$ cat src/rtl/clk_div_prog.sv
// Multi-channel programmable divider: each channel toggles clk_out and strobes tick every N+1
// enabled cycles. New N values are staged through a load/ack handshake and applied glitch-free.
module clk_div_prog #(
  parameter int NCH       = 3,
  parameter int WIDTH     = 16,
  parameter int DEFAULT_N = 124,
  parameter int CW        = (NCH > 1) ? $clog2(NCH) : 1
) (
  input  logic             clk,
  input  logic             rst,
  input  logic [NCH-1:0]   en,
  input  logic             load,
  input  logic [CW-1:0]    load_ch,
  input  logic [WIDTH-1:0] load_val,
  output logic             load_ack,
  output logic             load_err,
  output logic [NCH-1:0]   clk_out,
  output logic [NCH-1:0]   tick
);

  localparam logic [CW:0]      NCH_LIM = (CW + 1)'(NCH);
  localparam logic [WIDTH-1:0] RESET_N = WIDTH'(DEFAULT_N);

  logic load_ok;
  logic ack_q, err_q;

  assign load_ok  = ({1'b0, load_ch} < NCH_LIM);
  assign load_ack = ack_q;
  assign load_err = err_q;

  always_ff @(posedge clk or posedge rst) begin
    if (rst) begin
      ack_q <= 1'b0;
      err_q <= 1'b0;
    end else begin
      ack_q <= load & load_ok;
      err_q <= load & ~load_ok;
    end
  end

  genvar gi;
  generate
    for (gi = 0; gi < NCH; gi++) begin : g_ch
      localparam logic [CW-1:0] IDX = CW'(gi);

      logic             sel;
      logic [WIDTH-1:0] cnt_q, cnt_d;
      logic [WIDTH-1:0] n_q, n_d;
      logic [WIDTH-1:0] pend_val_q, pend_val_d;
      logic             pend_q, pend_d;
      logic             clk_q, clk_d;
      logic             tick_q, tick_d;

      assign sel = load & (load_ch == IDX);

      always_comb begin
        cnt_d      = cnt_q;
        n_d        = n_q;
        pend_val_d = pend_val_q;
        pend_d     = pend_q;
        clk_d      = clk_q;
        tick_d     = 1'b0;
        if (en[gi]) begin
          if (cnt_q == n_q) begin
            cnt_d  = '0;
            clk_d  = ~clk_q;
            tick_d = 1'b1;
            // Swap N only at the terminal event, so no shortened half period is ever produced.
            if (pend_q) begin
              n_d    = pend_val_q;
              pend_d = 1'b0;
            end
          end else begin
            cnt_d = cnt_q + WIDTH'(1);
          end
        end else if (pend_q) begin
          // Idle channel: no output activity to protect, take the new N straight away.
          n_d    = pend_val_q;
          pend_d = 1'b0;
          cnt_d  = '0;
        end
        // A capture this cycle is only seen by the apply logic from the next cycle onward.
        if (sel) begin
          pend_val_d = load_val;
          pend_d     = 1'b1;
        end
      end

      always_ff @(posedge clk or posedge rst) begin
        if (rst) begin
          cnt_q      <= '0;
          n_q        <= RESET_N;
          pend_val_q <= '0;
          pend_q     <= 1'b0;
          clk_q      <= 1'b0;
          tick_q     <= 1'b0;
        end else begin
          cnt_q      <= cnt_d;
          n_q        <= n_d;
          pend_val_q <= pend_val_d;
          pend_q     <= pend_d;
          clk_q      <= clk_d;
          tick_q     <= tick_d;
        end
      end

      assign clk_out[gi] = clk_q;
      assign tick[gi]    = tick_q;
    end
  endgenerate

endmodule

$ cat config.mk
export PLATFORM = sky130hd
export DESIGN_NAME = clk_div_prog
export DESIGN_NICKNAME = d
export VERILOG_FILES = /design/src/rtl/clk_div_prog.sv
export SDC_FILE = /design/constraint.sdc
export NUM_CORES = 1
export LEC_CHECK = 0
export CAP_MARGIN = 25
export CORE_ASPECT_RATIO = 1.1
export CORE_MARGIN = 1.5
export CORE_UTILIZATION = 58
export CTS_CLUSTER_SIZE = 28
export DETAILED_ROUTE_END_ITERATION = 16
export PLACE_DENSITY_LB_ADDON = 0.1
export SLEW_MARGIN = 20
export SYNTH_ARGS = -nofsm -noshare
export SYNTH_HDL_FRONTEND = slang
export SYNTH_SLANG_ARGS = --single-unit
$ cat constraint.sdc
create_clock -name clk -period 6.8 [get_ports clk]
set_input_delay 1.36 -clock clk [delete_from_list [all_inputs] [get_ports clk]]
set_output_delay 1.36 -clock clk [all_outputs]
set_load 0.02 [all_outputs]
==> results.txt, run 1 <==
----------------------------------------------------
[Setup path]
  Combined buffer and inverter count along the critical path ... 1
  Largest fanout on the critical path ... 16
  Arrival time worst endpoint ... 3190 ps
  Data required, critical path ... 7110 ps
  Slowest CP cell ... clkdlybuf4s50_1
  Crit Path Category ... input port to flip-flop
  Reg-to-reg slack, setup ... 3930 ps
  Kind of start point of the critical path ... input port
  Gate family responsible for the most delay along the worst path ... buffers and inverters
  Endpoint type of the worst setup path ... flip-flop
  Critical Path, Cell by Cell ... clkdlybuf4s50_1 -> o41ai_2 -> nand2_1 -> mux2_2
  Crit path largest cell delay ... 720 ps

[Clocking]
  Clock Latency Late Sink ... 420 ps
  Clk root buf ... clkbuf_16
  H-tree depth reported by CTS ... 4
  CTS max path bufs ... 2
  Number of CTS-inserted buffers ... 17
  Number of gates resized after cts ... 0
  Number of buffers added to fix hold violations after cts ... 0
  Clock transition time at the flip-flop clock pins of the worst setup and hold paths ... 60 ps
  Clock sink count ... 155
  CTS tree ... built
  Setup Buffers After CTS ... 0

[Finish]
  Highest-count cells in the layout ignoring fill and taps ... 140 x dfrtp_1, 77 x mux2_2, 49 x xnor2_1
  Commonest non-fill, non-tap cell in the layout ... dfrtp_1
  Number of inserted diodes ... 0
  Sequential cell area ... 3897 µm²
  Final nets ... 651
  Fraction of final layout cells with drive strength greater than 1 ... 0.2292
  Area added between synthesis and finish ... 14.01%
  Finished layout cell area ... 8227 µm²
  Area taken by multi-input logic gates ... 3124 µm²
  Count of filler cells inserted in the layout ... 939

[Synth]
  Commonest register cell after synthesis ... dfrtp_1
  Number of distinct library cells after synthesis ... 48
  Async SR Flop Fraction ... 1.000
  XOR/XNOR Fraction of Synth Area ... 0.06676
  Portion of netlist area occupied by mux cells ... 0.1566
  #FFs+latches synth ... 155
  Post-Syn Area per Cell ... 12.05 µm²
  Synthesized-area fraction occupied by and/or/nand/nor cells ... 0.1228
  EDFF count, synth ... 0
  Post-Syn Area ... 7216 µm²
  Count of yosys warnings during synthesis ... 0
  Post-synthesis instance total ... 599
  Synth Area in Compound Gates ... 0.08098
  Part of the Yosys area used for sequential elements ... 0.5401
  Post-synthesis adder-cell area fraction ... 0.005202
  Total nets after synthesis ... 626
  Main combinational cell family by area after synthesis ... multiplexers

[Global route]
  Total gr overflow ... 0
  Vias in the first global route ... 4,765
  First-pass GRT wire length ... 24.27 mm
  Number of antenna violations at the first check in global routing ... 0
  Tot GR Track Use ... 0.2448
  Maximum number of pins on one net before global-route repair ... 101

[Route]
  Met2 layer wire length in the routed design ... 7.555 mm
  Drt wl/cell ... 18.43 µm
  Final wirelength ... 14.58 mm
  WL met1 ... 6.231 mm
  Post-detailed-route DRC marker count ... 0
  Top routing layer used ... met4
  Number of violations reported at the end of detailed-routing iteration 0 ... 291
  Total met3 wirelength after detailed routing ... 456 µm
  Number of detailed-routing iterations run before antenna repair ... 5
  Via count ... 4,715
  Final ANT Viol Nets ... 0
  Via-per-instance ratio ... 5.961

[Timing]
  Worst Max-Slew Pin Slew ... 902.9 ps
  Number of pins with negative max-slew slack in the final report ... 0
  Unrepaired setup endpoints after global routing ... false
  Final cycle utilization of the critical path ... 0.4233
  Setup TNS after final layout ... 0 ps
  Hold Vio Cnt, Final ... 0
  Final setup violation count ... 0
  Final Critical Period ... 2878 ps
  Worst rel slew slack ... 0.3963
  Achievable frequency ... 347.4 MHz
  Final clock skew ... 6.615 ps

[Floorplanning]
  Die Y ... 120.0 µm
  Core Rows ... 42
  IO Pins ... 32
  Starting Density ... 0.5970
  Horizontal extent of the die ... 109.3 µm
  Core area ... 12,090 µm²
  Total Die Area ... 13,120 µm²

[Power]
  Leakage ... 0.003501 µW
  Portion of total power attributed to sequential cells ... 0.474
  Switching power as a share of total power ... 0.2757
  Fraction of power consumed by combinational cells ... 0.183
  Internal Dissipation ... 2054 µW
  Power density over the cells ... 344.7 nW/µm²
  Portion of total power attributed to the clock network ... 0.343
  Worst vdd rail ir drop ... 0.1848 mV
  Net switching power figure ... 781.8 µW

[Run status]
  Run status ... complete, no violations

[Job]
  Max capacitance violation total ... 0

[Placement]
  Quantity of I/O buffers inserted on ports ... 31
  Routability congestion estimate from global placement ... 0.8067
  Total half-perimeter wirelength after legalization and detailed placement ... 10.11 mm
  Placement-stage cell area ... 7616 µm²

[Hold path]
  Worst min-delay path class ... flip-flop to flip-flop

----------------------------------------------------
[state kept, by name, indices dropped and copies added (netlist names)]
register / cells
load_ack: 1
g_ch.pend_q: 3
g_ch.clk_q: 3
g_ch.tick_q: 3
g_ch.cnt_q: 48
load_err: 1
g_ch.n_q: 48
g_ch.pend_val_q: 48
[synth_stat cells (all sizes together) (2+ instances only)]
master  count  area share
o22ai       3      0.0026
xnor2      49       0.059
a21boi      2      0.0021
or2         2      0.0017
o21ai      25       0.017
a21o       12       0.012
and3        5      0.0043
o41ai       3      0.0099
nor3       19       0.013
nand4b      2      0.0024
nor3b       9      0.0094
nor2       21       0.011
mux2       97        0.16
nand3      31       0.022
o21a        2      0.0021
or4         2      0.0021
and4b       2      0.0028
o211ai      3      0.0031
dfrtp     140        0.49
nand4      18       0.016
and2        2      0.0017
dfstp      15       0.055
a211o       8      0.0097
ha          3      0.0052
a21oi       4      0.0028
nand3b      2      0.0021
a22o        7      0.0085
or3        10      0.0087
xor2        6      0.0073
nand2      38       0.021
clkbuf     16      0.0083
nor4        5      0.0043
buf        13       0.012
inv        14      0.0073
o311ai      3      0.0036
[worst reg2reg max path: stages, from the launching register on]
cell	delay [ps]
dfrtp_1	440
xnor2_1	290
nand4_1	240
o41ai_4	900
nand2_2	470
mux2_2	420
[metrics by stage]
step                power (µW)  hold slack (ps)  instances  setup WS (ps)    util
floorplan                 1721            442.8        599           1287       -
global placement          1843            453.0        758           3550  0.6292
finish                    2836            464.7        791           3922  0.6806
CTS                       2860            468.9        791           3912  0.6806
detailed placement        1877            459.1        759           3511  0.6301
global route              2968            489.5        791           3732  0.6806
[power by group through the flow]
| stage | Combinational [µW] | Sequential [µW] | Clock, µW |
|---|---|---|---|
| finish | 519 | 1340 | 973 |
| global route | 571 | 1370 | 1030 |
| global placement | 497 | 1350 | 0 |
| CTS | 527 | 1350 | 987 |
| detailed placement | 518 | 1360 | 0 |
| floorplan | 436 | 1290 | 0 |
[layout make-up]
class	instances	share of cell area
multi-input combinational	401	0.3798
inverter	14	0.006996
clock buffer	20	0.05430
clock inverter	12	0.01992
timing repair buffer	35	0.04183
tap	154	0.02342
sequential	155	0.4738
[worst paths after layout]
path / start / endpoint / cells after the start
worst max-delay path: en[2] / g_ch[2].n_q[11] / 4
max in group asynchronous: rst / g_ch[1].tick_q / 3
worst min register to register: g_ch[1].clk_q / g_ch[1].clk_q / 1
worst min-delay path: g_ch[1].clk_q / g_ch[1].clk_q / 1
worst max register to register: g_ch[0].cnt_q[11] / g_ch[0].n_q[12] / 5
min in group asynchronous: rst / g_ch[0].pend_val_q[13] / 2
[logic make-up after synthesis]
group / count (synthesis)
adder cells (fa/ha/maj): 3
AO/OA/AOI/OAI: 77
multiplexers: 97
AND/OR/NAND/NOR: 169
XOR/XNOR: 55
buffers and inverters: 43
flip-flops: 155
[routing by layer]
metal,vias to the layer above,global-route usage
met1,2390,0.3141
met3,23,0.04726
met5,-,0
met4,0,0.09659
met2,95,0.4061
li1,2207,-
(Power assumes the default switching activity.)
==> run 2, diff against run 1 <==
Clock period 6.8 ns to 2.94 ns, I/O delays scaled along.
==> run 2 against run 1 <==
  * Clock-buffer cell count grew 2
  * Flip-flop and latch count unchanged
  * Non-clock buffer count is 11 higher
  * Combinational power rose by 130%
  * Highest routed layer unchanged
==> results.txt, run 2 (synthesis results as in run 1) <==
----------------------------------------------------
[Finish]
  Count of filler cells inserted in the layout ... 914 (was 939)
  Area added between synthesis and finish ... 15.48% (was 14.01%)
  Sequential cell area ... 3897 µm² (unchanged)
  Final nets ... 662 (was 651)
  Non-filler instance count after layout ... 802 (was 791)
  Number of inserted diodes ... 0 (unchanged)
  Area taken by multi-input logic gates ... 3124 µm² (unchanged)
  Highest-count cells in the layout ignoring fill and taps ... 140 x dfrtp_1, 77 x mux2_2, 49 x xnor2_1 (unchanged)
  Fraction of final layout cells with drive strength greater than 1 ... 0.2423 (was 0.2292)
  Commonest non-fill, non-tap cell in the layout ... dfrtp_1 (unchanged)
  Finished layout cell area ... 8333 µm² (was 8227 µm²)
  Registers with the most flip-flops ... g_ch.cnt_q (48), g_ch.n_q (48), g_ch.pend_val_q (48) (unchanged)

[Timing]
  Final setup violation count ... 0 (unchanged)
  Post-route setup slack ... 702.9 ps (was 3922 ps)
  Achievable frequency ... 447.0 MHz
  Unrepaired setup endpoints after global routing ... false (unchanged)
  Final Critical Period ... 2237 ps
  Worst rel slew slack ... 0.4622 (was 0.3963)
  Number of pins with negative max-slew slack in the final report ... 0 (unchanged)
  Worst Max-Slew Pin Slew ... 799.4 ps (was 902.9 ps)
  Setup TNS after final layout ... 0 ps (unchanged)
  Hold Vio Cnt, Final ... 0 (unchanged)
  Final cycle utilization of the critical path ... 0.7609
  Final clock skew ... 7.778 ps (was 6.615 ps)

[Clocking]
  Clk root buf ... clkbuf_16 (unchanged)
  H-tree depth reported by CTS ... 4 (unchanged)
  CTS max path bufs ... 2 (unchanged)
  Number of gates resized after cts ... 0 (unchanged)
  Clock Latency Late Sink ... 420 ps (about the same)
  CTS tree ... built (unchanged)
  Setup Buffers After CTS ... 0 (unchanged)
  Number of CTS-inserted buffers ... 17 (unchanged)
  Clock sink count ... 155 (unchanged)
  Clock transition time at the flip-flop clock pins of the worst setup and hold paths ... 60 ps (about the same)
  Number of buffers added to fix hold violations after cts ... 0 (unchanged)

[Setup path]
  Gate family responsible for the most delay along the worst path ... compound AO/OA/AOI/OAI gates (was buffers and inverters)
  Crit path largest cell delay ... 490 ps (was 720 ps)
  Crit Path Category ... flip-flop to flip-flop (was input port to flip-flop)
  Kind of start point of the critical path ... flip-flop (was input port)
  Worst reg-to-reg path cell count ... 6 (was 5)
  Slowest CP cell ... o41ai_4 (was clkdlybuf4s50_1)
  Critical Path, Cell by Cell ... xnor2_1 -> nand4_1 -> o41ai_4 -> buf_4 -> nor3_1 -> a211o_1 (was clkdlybuf4s50_1 -> o41ai_2 -> nand2_1 -> mux2_2)
  Logic depth of the worst setup path including buffers ... 6 (was 4)
  Endpoint type of the worst setup path ... flip-flop (unchanged)
  Largest fanout on the critical path ... 24 (was 16)
  Arrival time worst endpoint ... 2540 ps (was 3190 ps)
  Combined buffer and inverter count along the critical path ... 1 (unchanged)
  Data required, critical path ... 3250 ps (was 7110 ps)

[Power]
  Portion of total power attributed to the clock network ... 0.344 (was 0.343)
  Net switching power figure ... 1763 µW (was 781.8 µW)
  Power density over the cells ... 787.0 nW/µm² (was 344.7 nW/µm²)
  Leakage ... 0.003553 µW (was 0.003501 µW)
  Worst vdd rail ir drop ... 0.5279 mV (was 0.1848 mV)
  Internal Dissipation ... 4795 µW (was 2054 µW)
  Portion of total power attributed to sequential cells ... 0.472 (was 0.474)
  Overall Power ... 6558 µW (was 2836 µW)
  Switching power as a share of total power ... 0.2688 (was 0.2757)
  Fraction of power consumed by combinational cells ... 0.184 (was 0.183)

[Placement]
  Placement-stage cell area ... 7719 µm² (was 7616 µm²)
  Post-place setup slack ... 661.5 ps (was 3511 ps)
  Routability congestion estimate from global placement ... 0.8480 (was 0.8067)
  Number of instances in the placed design ... 770 (was 759)
  Total half-perimeter wirelength after legalization and detailed placement ... 10.40 mm (was 10.11 mm)
  Quantity of I/O buffers inserted on ports ... 31 (unchanged)

[Route]
  Top routing layer used ... met4 (unchanged)
  Number of violations reported at the end of detailed-routing iteration 0 ... 290 (was 291)
  Total met3 wirelength after detailed routing ... 399 µm (was 456 µm)
  Met2 layer wire length in the routed design ... 7.525 mm (was 7.555 mm)
  Number of detailed-routing iterations run before antenna repair ... 4 (was 5)
  Final ANT Viol Nets ... 0 (unchanged)
  Post-detailed-route DRC marker count ... 0 (unchanged)
  Via-per-instance ratio ... 5.923 (was 5.961)
  Via count ... 4,750 (was 4,715)
  WL met1 ... 6.264 mm (was 6.231 mm)
  Drt wl/cell ... 18.08 µm (was 18.43 µm)
  Final wirelength ... 14.50 mm (was 14.58 mm)

[Floorplanning]
  Total Die Area ... 13,120 µm² (unchanged)
  Core Rows ... 42 (unchanged)
  Starting Density ... 0.5970 (unchanged)
  Die Y ... 120.0 µm (unchanged)
  IO Pins ... 32 (unchanged)
  Core area ... 12,090 µm² (unchanged)
  Horizontal extent of the die ... 109.3 µm (unchanged)

[Global route]
  First-pass GRT wire length ... 24.33 mm (was 24.27 mm)
  Maximum number of pins on one net before global-route repair ... 47 (was 101)
  Number of antenna violations at the first check in global routing ... 0 (unchanged)
  Tot GR Track Use ... 0.2460 (was 0.2448)
  Total gr overflow ... 0 (unchanged)
  Vias in the first global route ... 4,776 (was 4,765)

[Job]
  Max capacitance violation total ... 0 (unchanged)

[Hold path]
  Worst min-delay path class ... flip-flop to flip-flop (unchanged)
  WHS Path Cells ... 1 (unchanged)

[Run status]
  Run status ... complete, no violations (unchanged)

----------------------------------------------------
run 2: changes by cell type in the layout (fill, tap and decap cells not counted):
cell,delta
buf_6,-1
clkinv_2,+1
buf_12,+2
clkinvlp_4,+3
clkinv_4,-3
buf_4,+10
clkbuf_8,+2
inv_6,-3
run 2: power groups by stage:
stage | Clock (µW) | Sequential (µW) | Combinational [µW]
global route | 2390 | 3160 | 1320
CTS | 2290 | 3100 | 1230
finish | 2260 | 3090 | 1210
floorplan | 0 | 2970 | 1010
global placement | 0 | 3110 | 1180
detailed placement | 0 | 3140 | 1220
run 2: final timing paths:
path                                       start                     end  slack [ps]
worst min register to register     g_ch[2].clk_q           g_ch[2].clk_q         460
min in group asynchronous                    rst  g_ch[0].pend_val_q[14]         490
max in group asynchronous                    rst        g_ch[1].cnt_q[4]        1690
worst max register to register  g_ch[1].cnt_q[2]        g_ch[1].cnt_q[3]         700
worst max-delay path            g_ch[1].cnt_q[2]        g_ch[1].cnt_q[3]         700
worst min-delay path               g_ch[2].clk_q           g_ch[2].clk_q         460
run 2: cell type report:
type | count | area share
Tap cell | 154 | 0.02312
Timing Repair Buffer | 46 | 0.05375
Multi-Input combinational cell | 401 | 0.3749
Inverter | 14 | 0.006757
Clock buffer | 22 | 0.05691
Clock inverter | 10 | 0.01682
Sequential cell | 155 | 0.4677
run 2: metal layers:
layer	vias to the layer above	global-route usage
met5	-	0
met4	0	0.08685
met3	34	0.05975
met2	92	0.3995
met1	2411	0.3200
li1	2213	-
run 2: worst reg2reg max path, stage by stage (launching register included):
cell,delay (ps)
dfrtp_1,450
xnor2_1,280
nand4_1,210
o41ai_4,490
buf_4,330
nor3_1,90
a211o_1,270
run 2: through the flow:
step           hold WS (ps)  utilization
2_1_floorplan         442.8            -
3_3_place_gp          452.9       0.6386
3_5_place_dp          457.1       0.6386
4_1_cts               466.7       0.6894
5_1_grt               489.2       0.6894
6_report              461.5       0.6894
